===== config.mk =====
export PLATFORM = sky130hd
export DESIGN_NAME = booth_multiplier_seq
export DESIGN_NICKNAME = d
export VERILOG_FILES = /design/src/rtl/booth_multiplier_seq.sv
export SDC_FILE = /design/constraint.sdc
export NUM_CORES = 1
export LEC_CHECK = 0
export ABC_CLOCK_PERIOD_IN_PS = 10100
export CORE_ASPECT_RATIO = 1.2
export CORE_MARGIN = 2
export CORE_UTILIZATION = 63
export DETAILED_ROUTE_END_ITERATION = 10
export PLACE_DENSITY = 0.88
export RECOVER_POWER = 25
export SLEW_MARGIN = 10
export SYNTH_ARGS = -nofsm -noshare
export SYNTH_HDL_FRONTEND = slang
export SYNTH_SLANG_ARGS = --single-unit

===== constraint.sdc =====
create_clock -name clk -period 10.1 [get_ports clk]
set_clock_uncertainty 0.15 [all_clocks]
set_input_delay 2.02 -clock clk [delete_from_list [all_inputs] [get_ports clk]]
set_output_delay 2.02 -clock clk [all_outputs]
set_load 0.02 [all_outputs]

===== src/rtl/booth_multiplier_seq.sv =====
// booth_multiplier_seq: iterative radix-4 Booth multiplier, one digit per clock.
// Signed/unsigned operands per operation, valid/ready handshakes on both sides.
// Optional macro BOOTH_MUL_EARLY_TERM_EN: finish as soon as all remaining
// Booth digits are zero.
module booth_multiplier_seq #(
    parameter int WIDTH = 16
) (
    input  logic                 clk,
    input  logic                 rst,
    input  logic                 in_valid,
    output logic                 in_ready,
    input  logic                 is_signed,
    input  logic [WIDTH-1:0]     a,
    input  logic [WIDTH-1:0]     b,
    output logic                 out_valid,
    input  logic                 out_ready,
    output logic [2*WIDTH-1:0]   product
);

    localparam int NSTEP = WIDTH / 2 + 1;
    localparam int XW    = WIDTH + 2;
    localparam int YW    = WIDTH + 3;
    localparam int PW    = 2 * WIDTH;
    localparam int SW    = $clog2(NSTEP);

    typedef enum logic [1:0] {
        IDLE,
        CALC,
        DONE
    } state_t;

    state_t          state, state_nxt;
    logic [XW-1:0]   x;
    logic [YW-1:0]   y;
    logic [YW-1:0]   y_shift;
    // Accumulator is kept at product width: bits above 2*WIDTH never reach
    // the product, and two's-complement addition is exact modulo 2^PW.
    logic [PW-1:0]   acc;
    logic [PW-1:0]   x_ext;
    logic [PW-1:0]   pp;
    logic [SW-1:0]   step;
    logic            accept;
    logic            calc_end;

    assign accept  = in_valid && in_ready;
    assign product = acc;

    // Booth digit decode, partial product and end-of-calculation detect
    always_comb begin
        x_ext = {{(PW-XW){x[XW-1]}}, x};
        case (y[2:0])
            3'b001, 3'b010: pp = x_ext;
            3'b011:         pp = x_ext << 1;
            3'b100:         pp = -(x_ext << 1);
            3'b101, 3'b110: pp = -x_ext;
            default:        pp = '0;
        endcase
        y_shift  = $signed(y) >>> 2;
        calc_end = (step == SW'(NSTEP - 1));
`ifdef BOOTH_MUL_EARLY_TERM_EN
        if ((y_shift == '0) || (y_shift == '1)) begin
            calc_end = 1'b1;
        end
`endif
    end

    // State register
    always_ff @(posedge clk or posedge rst) begin
        if (rst) begin
            state <= IDLE;
        end else begin
            state <= state_nxt;
        end
    end

    // Next-state logic
    always_comb begin
        state_nxt = state;
        case (state)
            IDLE: if (accept) state_nxt = CALC;
            CALC: if (calc_end) state_nxt = DONE;
            DONE: if (out_ready) state_nxt = accept ? CALC : IDLE;
            default: state_nxt = IDLE;
        endcase
    end

    // Handshake outputs
    always_comb begin
        in_ready  = (state == IDLE) || ((state == DONE) && out_ready);
        out_valid = (state == DONE);
    end

    // Operand latch and per-step accumulate/shift
    always_ff @(posedge clk or posedge rst) begin
        if (rst) begin
            x    <= '0;
            y    <= '0;
            acc  <= '0;
            step <= '0;
        end else if (accept) begin
            x    <= is_signed ? {{2{a[WIDTH-1]}}, a} : {2'b00, a};
            y    <= {(is_signed ? {{2{b[WIDTH-1]}}, b} : {2'b00, b}), 1'b0};
            acc  <= '0;
            step <= '0;
        end else if (state == CALC) begin
            acc  <= acc + (pp << {step, 1'b0});
            y    <= y_shift;
            step <= step + 1'b1;
        end
    end

endmodule


Word-level counts from Yosys, hierarchy flattened:

Cells that the tools add are included.

* register bits: 75
* input port bits: 37
* output and inout port bits: 34
* word-level logic and storage cells: 45

* $add $sub $neg: 4
* equality and inequality tests: 12
* shift operators: 1
* muxes and demuxes: 14
* reduce and logical (&&, ||, !) cells: 8

Operators with widths (count)
* $pmux W32 S4: 1
* $mux W32: 2
* $neg A32 Y32: 2
* $mux W18: 3
* $add A32 B32 Y32: 1
* $shl A32 B5 Y32: 1
* $mux W19: 1
* $eq A3 B3 Y1 const B: 3
* $mux W4: 2
* $eq A3 B2 Y1 const B: 2
* $mux W2: 3
* $pmux W2 S3: 1
* $add A4 B1 Y4 const B: 1
* $eq A4 B4 Y1 const B: 1
* $ne A2 B2 Y1 const B: 2
* $reduce_or A2 Y1: 2
* $eq A3 B1 Y1 const B: 1
* $reduce_and A3 Y1: 1
* $eq A2 B1 Y1 const B: 1
* $eq A2 B2 Y1 const B: 1
* $logic_and A1 B1 Y1: 2
* $logic_not A2 Y1: 1
* $ne A2 B1 Y1 const B: 1
* $reduce_bool A2 Y1: 1
* 2 further kinds: 2

Logic depth before layout (Yosys ltp):

Gate-level depths: netlist of run 1.

* word-level depth: 7
* depth in mapped cells: 24
* mapped depth without buffers: 21

Worst setup path before layout of run 1:

Ideal clock, no wire load.

* path type: register to register
* start point: register x[0]
* end point: register acc[31] (netlist: product[31])
* arrival time: 4.767 ns
* path slack: 5.059 ns
* stages on the path, launching flop included: 22
* clock period less this slack: 5.041 ns
* path through: dfrtp_1 > buf_6 > inv_1 > ha_1 > or3b_1 > nor4_4 > a21oi_1 > xnor2_1 > a211oi_1 > o31ai_1 > mux2_2 > mux2_2 > o22ai_1 > ha_1 > and3_1 > a311oi_1 > o31ai_1 > o21ai_0 > a311oi_1 > o21a_1 > o211a_1 > a211o_1

* cells in the longest elaborated chain, start to end: 6
* elaborated cells on any way between the ends: 7
* those cells by class: 3 x add/sub; 1 x shift; 3 x mux

RTL lines
* start, declared: line 33 `logic [XW-1:0] x;`
* start signal, assigned: line 101 `x <= is_signed ? {{2{a[WIDTH-1]}}, a} : {2'b00, a};`
* $neg A32 Y32, on equally long branches: line 55, 54
* $pmux W32 S4 (*): line 51 `case (y[2:0])`
* $shl A32 B5 Y32 (*): line 106 `acc <= acc + (pp << {step, 1'b0});`
* $add A32 B32 Y32 (*): line 106
* $mux W32 (*): line 105 `end else if (state == CALC) begin`
* $mux W32 (*): line 100 `end else if (accept) begin`
* end signal, assigned: line 106
* end, declared: line 38 `logic [PW-1:0] acc;`

Every way passes the cells marked *; elsewhere a longest branch is shown, timed or not. The select of a mux whose other input is x is not followed.
A chain may end at the register's enable or synchronous reset.

==> summary.md, run 1 <==
| Metric | Value |
|---|---|
| Outcome | finished with violations |
| Failing checks | max-capacitance violations, max-slew violations |
| Crit path arrival time | 5.56 ns |
| CTS H-Tree Depth | 3 |
| Mapped Nets | ~900 |
| Worst-Margin Slew | between 4 and 5 ns |
| Relative slew margins | -1.75 |
| Nets | about 930 |
| P&R area growth vs syn | 14.6% |
| Avg Cell Area, Syn | 8.00 µm² |
| Post-synth EDFFs | 0 |
| Final Util | 0.748 |
| Drt first pass iters | 6 |
| Io pins | 71 |
| Post-route ant nets | 0 |
| Total vias in the final route | 6640 |
| Yosys reg bits | between 70 and 80 |
| Final period utilization | 0.616 |
| Total wire length | 19.8 mm |
| Hold path start | y[11] |
| RSZ-0062 raised after global routing | false |
| Netlist cell types | 69 |
| Setup WS pre-CTS | approximately 4.4 ns |
| Slew Viols, Final | 75 |
| Hold Path Depth | 2 |
| 1st-iter DRT viols | ~710 |
| HPWL Detailed | roughly 14 mm |
| Synthesized cell area | between 0.006 and 0.007 mm² |
| CTS root buffer | clkbuf_16 |
| Worst reg2reg endpoint | product[31] |
| Yosys top cell area share | 0.281 |
| Number of I/O port buffers | 70 |
| Highest clock rate | between 150 and 200 MHz |
| Core area | just over 0.01 mm² |
| Grt ovf | 0 |
| WP buf/inv | 3 |
| Worst-path cell chain | dlygate4sd3_1, clkinv_1, clkbuf_1 |
| Ys async rst share | 1.00 |
| Max Cap Violations | 1 |
| Synth area leader | dfrtp_1 |
| Endpoints failing hold | 0 |
| Placed inst area | 0.00727 mm² |
| Top cells by area, synth | dfrtp_1, ha_1, nand2_1 |
| Via-per-instance ratio | slightly below 7 |
| Startpoint types | input port |
| Post-synth top flop | dfrtp_1 |
| DR WL/cell | just over 20 µm |
| Mapped Cells | slightly above 800 |
| Critical Path Fanout Max | 74 |
| Total negative slack | 0 ns |
| Minimum clock period | slightly above 6 ns |
| Finish-stage setup viols | 0 |
| Largest net degree at the start of global routing | 75 |
| Fin area | 0.00756 mm² |
| CTS Sinks | 74 |
| Die W | 97.4 µm |
| Total number of yosys warnings | 0 |
| Post-CTS sizing | 0 |
| Layout cells sized above 1 | 0.0724 |
| Critical Path RT | between 9 and 10 ns |
| Clock Latency Late Sink | between 0.3 and 0.4 ns |
| Largest buffer count on any clock path | 2 |
| FP Rows | 40 |
| WHS Endpoint | y[11] |
| First-pass GRT wire length | between 30 and 40 mm |
| Slowest cell on the critical path | clkbuf_1 |
| CTS buffer count | 9 |
| Final setup margin | approximately 3.9 ns |
| Hold crit path type | flip-flop to flip-flop |
| # diodes | 0 |
| Hold-fix buffers, CTS | 0 |
| Most frequent cells in the layout | nand2_1, dfrtp_1, clkdlybuf4s50_1 |
| Initial antenna violation count | 0 |
| Crit path max-delay family | buffers and inverters |
| Flop2flop setup slack | 4.26 ns |
| Post-CTS Setup Inserts | 0 |
| Sequential area share after synthesis | 0.281 |
| Vias in the first global route | about 6400 |
| RePlAce Congestion | between 0.9 and 1 |
| DRC | 0 |
| Setup CP Type | input port to async pin |
| Commonest non-fill, non-tap cell in the layout | nand2_1 |
| TritonCTS clock tree | done |
| Die area | roughly 0.011 mm² |
| Die Y | around 120 µm |
| Reg2Reg Depth | 18 |
| Initial cell density of the core | 0.653 |
| R2r startpoint | y[0] |
| Max incr delay on CP | approximately 2.9 ns |
| CP endpoint kind | async pin |
| CTS clock-pin slew for the worst setup and hold paths | about 0.07 ns |
| Total GRT Usage | 0.352 |
flip-flops by register name, indices dropped and copies added, names as in the netlist:
name,count
state,2
product,32
x,17
step,4
y,19
worst max path at each step:
stage	from	to	slack, ns	cells past startpoint
floorplan	x[0]	product[31]	5.06	21
global placement	y[0]	product[31]	4.59	18
detailed placement	y[0]	product[31]	4.42	18
CTS	y[0]	product[31]	4.41	18
global route	rst	product[28]	3.04	3
finish	rst	product[27]	3.88	3
Yosys cell counts (all sizes together), types with 18 or more instances:
master  number
a21oi       61
a22oi       18
clkbuf      47
dfrtp       74
ha          38
inv         19
mux2        22
mux2i       27
nand2      125
nand3       22
nor2        52
o21ai       65
o22ai       24
xnor2       22
xor2        19
metal layers:
layer	vias up	part of all wire	wire, µm	GRT usage
li1	3092	-	-	-
met2	341	0.50	9820	0.621
met5	-	0	0	0
met1	3147	0.41	8070	0.443
met4	0	0.032	624	0.138
met3	60	0.063	1250	0.0485
cell type report:
class                      count  area, µm²
clock buffer                   9        225
clock inverter                 7       76.3
fill                         780       2550
inverter                      19       71.3
multi-input combinational    671       4440
sequential                    74       1850
tap                          126        158
timing repair buffer          76        742
cells by family (layout without fill, tap and decap cells):
logic type      count (synthesis)  in the layout  synth area share
buf+inv                        80            111            0.0480
xor+xnor                       41             41            0.0544
mux                            51             51            0.0853
compound gates                277            277             0.271
fa+ha+maj                      39             39            0.0751
simple gates                  263            263             0.186
flops                          74             74             0.281
stage by stage:
| step | instances | hold WS, ns |
|---|---|---|
| global placement | 966 | 0.308 |
| floorplan | 825 | 0.296 |
| global route | 982 | 0.344 |
| detailed placement | 966 | 0.313 |
| finish | 982 | 0.329 |
| CTS | 982 | 0.329 |
worst register-to-register path, stage by stage (launching register included):
cell       delay, ns
dfrtp_1         0.92
xor2_1          0.39
and2_1          0.39
a221o_1         0.45
o21ai_0         0.23
a2bb2oi_1       0.46
nand2_1         0.09
o21ai_0         0.14
nor2_1          0.11
ha_1            0.46
nand2_1         0.08
o21ai_0         0.23
a311oi_1        0.15
o31ai_1         0.30
o21ai_0         0.17
a311oi_1        0.37
nor3_1          0.12
o211a_1         0.24
a211o_1         0.27
Power of run 1 is not shown: default switching activity piles up to over one toggle a cycle in this logic, so the estimate is an artifact.
==> run 2: changes to the inputs <==
--- a/config.mk
+++ b/config.mk
@@ -5,12 +5,12 @@
 export SDC_FILE = /design/constraint.sdc
 export NUM_CORES = 1
 export LEC_CHECK = 0
-export ABC_CLOCK_PERIOD_IN_PS = 10100
+export ABC_CLOCK_PERIOD_IN_PS = 6400
 export CORE_ASPECT_RATIO = 1.2
 export CORE_MARGIN = 2
-export CORE_UTILIZATION = 63
+export CORE_UTILIZATION = 58
 export DETAILED_ROUTE_END_ITERATION = 10
-export PLACE_DENSITY = 0.88
+export PLACE_DENSITY = 0.82
 export RECOVER_POWER = 25
 export SLEW_MARGIN = 10
 export SYNTH_ARGS = -nofsm -noshare
==> constraint.sdc (replaced) <==
create_clock -name clk -period 6.4 [get_ports clk]
set_clock_uncertainty 0.15 [all_clocks]
set_input_delay 1.28 -clock clk [delete_from_list [all_inputs] [get_ports clk]]
set_output_delay 1.28 -clock clk [all_outputs]
set_load 0.02 [all_outputs]
==> run 2 against run 1 <==
The flow still finishes with violations (max-capacitance violations, max-slew violations). Largest cell class unchanged. Critical endpoint is now product[31]. Final cell count rose by 3.8%. Clock-buffer cell count rose by 3. Sequential share of layout area fell by 0.32 points. Die area rose by 8.3%. Utilization fell by 5.7 points. Final area rose by 1.3%. First-iteration DRC count fell by 44%. Worst hold slack got worse by 0.0014 ns. Via count fell by 1.7%. Critical path depth rose by 17. Global-route usage fell by 2.9 points.
==> summary.md, run 2 (synthesis results as in run 1) <==
| Metric | Value |
|---|---|
| DRC | 0 |
| Relative slew margins | -1.68 |
| Placed Cells | approximately 1000 |
| Startpoint types | flip-flop |
| Post-CTS sizing | 0 |
| Most frequent cells in the layout | nand2_1, dfrtp_1, clkdlybuf4s50_1 |
| M1 wire length | 8.02 mm |
| P&R area growth vs syn | 16.1% |
| CTS clock-pin slew for the worst setup and hold paths | 0.06 ns |
| Endpoints failing hold | 0 |
| Grt ovf | 0 |
| Placed inst area | roughly 0.0074 mm² |
| Fin area | about 0.0077 mm² |
| Vias in the first global route | between 6000 and 7000 |
| Final setup margin | about 0.7 ns |
| RSZ-0062 raised after global routing | false |
| Crit path arrival time | slightly below 6 ns |
| CTS Sinks | 74 |
| CTS buffer count | 9 |
| Final period utilization | 0.891 |
| Die W | 101 µm |
| Post-Layout Cell Count | slightly above 1000 |
| Reg2Reg Depth | 20 |
| Routed length on met3 | 933 µm |
| 1st-iter DRT viols | around 400 |
| Total wire length | about 19 mm |
| Setup WS pre-CTS | ~0.8 ns |
| Critical Path RT | roughly 6.5 ns |
| WHS Endpoint | y[7] |
| Minimum clock period | 5.70 ns |
| Total vias in the final route | 6528 |
| Hold path start | y[7] |
| Total GRT Usage | 0.323 |
| Die area | 0.0123 mm² |
| Layout cells sized above 1 | 0.0798 |
| First-pass GRT wire length | approximately 32 mm |
| Slew Viols, Final | 75 |
| Drt first pass iters | 7 |
| Finish-stage setup viols | 0 |
| Flop2flop setup slack | between 0.7 and 0.8 ns |
| Max Cap Violations | 1 |
| Worst-Margin Slew | approximately 4.0 ns |
| Via-per-instance ratio | approximately 6.4 |
| Hold Path Depth | 2 |
| Clock Latency Late Sink | 0.35 ns |
| Max incr delay on CP | about 0.46 ns |
| Outcome | finished with violations |
| Largest net degree at the start of global routing | 75 |
| Top sig layer | met4 |
| FP Rows | 42 |
| Failing checks | max-capacitance violations, max-slew violations |
| DR WL/cell | 18.9 µm |
| Total negative slack | 0 ns |
| Worst reg2reg endpoint | product[31] |
| RePlAce Congestion | between 1 and 1.5 |
| Critical Path Fanout Max | 8 |
| Largest buffer count on any clock path | 2 |
| Initial cell density of the core | 0.595 |
| # diodes | 0 |
| Io pins | ~70 |
| Slowest cell on the critical path | dfrtp_1 |
| R2r startpoint | x[0] |
| WL met2 | ~9.6 mm |
| Initial antenna violation count | 0 |
| CTS root buffer | clkbuf_16 |
| Max FFs per register | 32 |
| Post-CTS Setup Inserts | 0 |
| Nets | ~940 |
| Hold crit path type | flip-flop to flip-flop |
| TritonCTS clock tree | done |
| CP endpoint kind | flip-flop |
| CTS H-Tree Depth | 3 |
| Number of I/O port buffers | 70 |
| Fill count | 929 |
| Post-route ant nets | 0 |
| Worst-path cell chain | inv_1, ha_1, or3b_1, nor4_4, a21oi_1, xnor2_1, a211oi_1, o31ai_1, mux2_2, mux2_2, o22ai_1, ha_1, and3_1, a311oi_1, o31ai_1, o21ai_0, a311oi_1, o21a_1, o211a_1, a211o_1 |
| HPWL Detailed | about 14 mm |
| Highest clock rate | about 180 MHz |
| Core area | roughly 0.011 mm² |
| Hold-fix buffers, CTS | 0 |
| Setup CP Type | flip-flop to flip-flop |
| Commonest non-fill, non-tap cell in the layout | nand2_1 |
| Die Y | roughly 120 µm |
-- run 2: worst max-delay path by stage --
stage	start	end	cells after the start
after floorplan	x[0]	product[31]	21
final	x[0]	product[31]	20
after global placement	x[0]	product[31]	20
after CTS	x[0]	product[31]	20
after detailed placement	x[0]	product[31]	20
after global routing	rst	product[11]	3
-- run 2: layout make-up --
cell class / instances / area [µm²] / share of cell area
Multi-Input combinational cell: 671 / 4440 / 0.579
Tap cell: 154 / 193 / 0.0251
Sequential cell: 74 / 1850 / 0.242
Timing Repair Buffer: 85 / 810 / 0.106
Clock inverter: 4 / 51.3 / 0.00669
Clock buffer: 12 / 246 / 0.0322
Inverter: 19 / 71.3 / 0.00931
-- run 2: critical path, delay by kind of cell, from the launching register on --
kind | cells | cell delay (ns)
AO/OA/AOI/OAI | 11 | 2.52
XOR/XNOR | 1 | 0.16
adder cells (fa/ha/maj) | 2 | 0.54
buffers and inverters | 1 | 0.10
flip-flops | 1 | 0.46
multiplexers | 2 | 0.59
AND/OR/NAND/NOR | 3 | 1.07
-- run 2: routing by layer --
metal	vias to the layer above	global-route usage
met2	232	0.542
met3	53	0.0380
met5	-	0
met4	0	0.142
met1	3138	0.415
li1	3105	-
-- run 2: metrics by stage --
stage               hold WS (ns)  utilization
floorplan                  0.296            -
global placement           0.309        0.665
detailed placement         0.316        0.665
CTS                        0.330        0.691
global route               0.344        0.691
finish                     0.328        0.691
Power of run 2 is left out for the same reason.
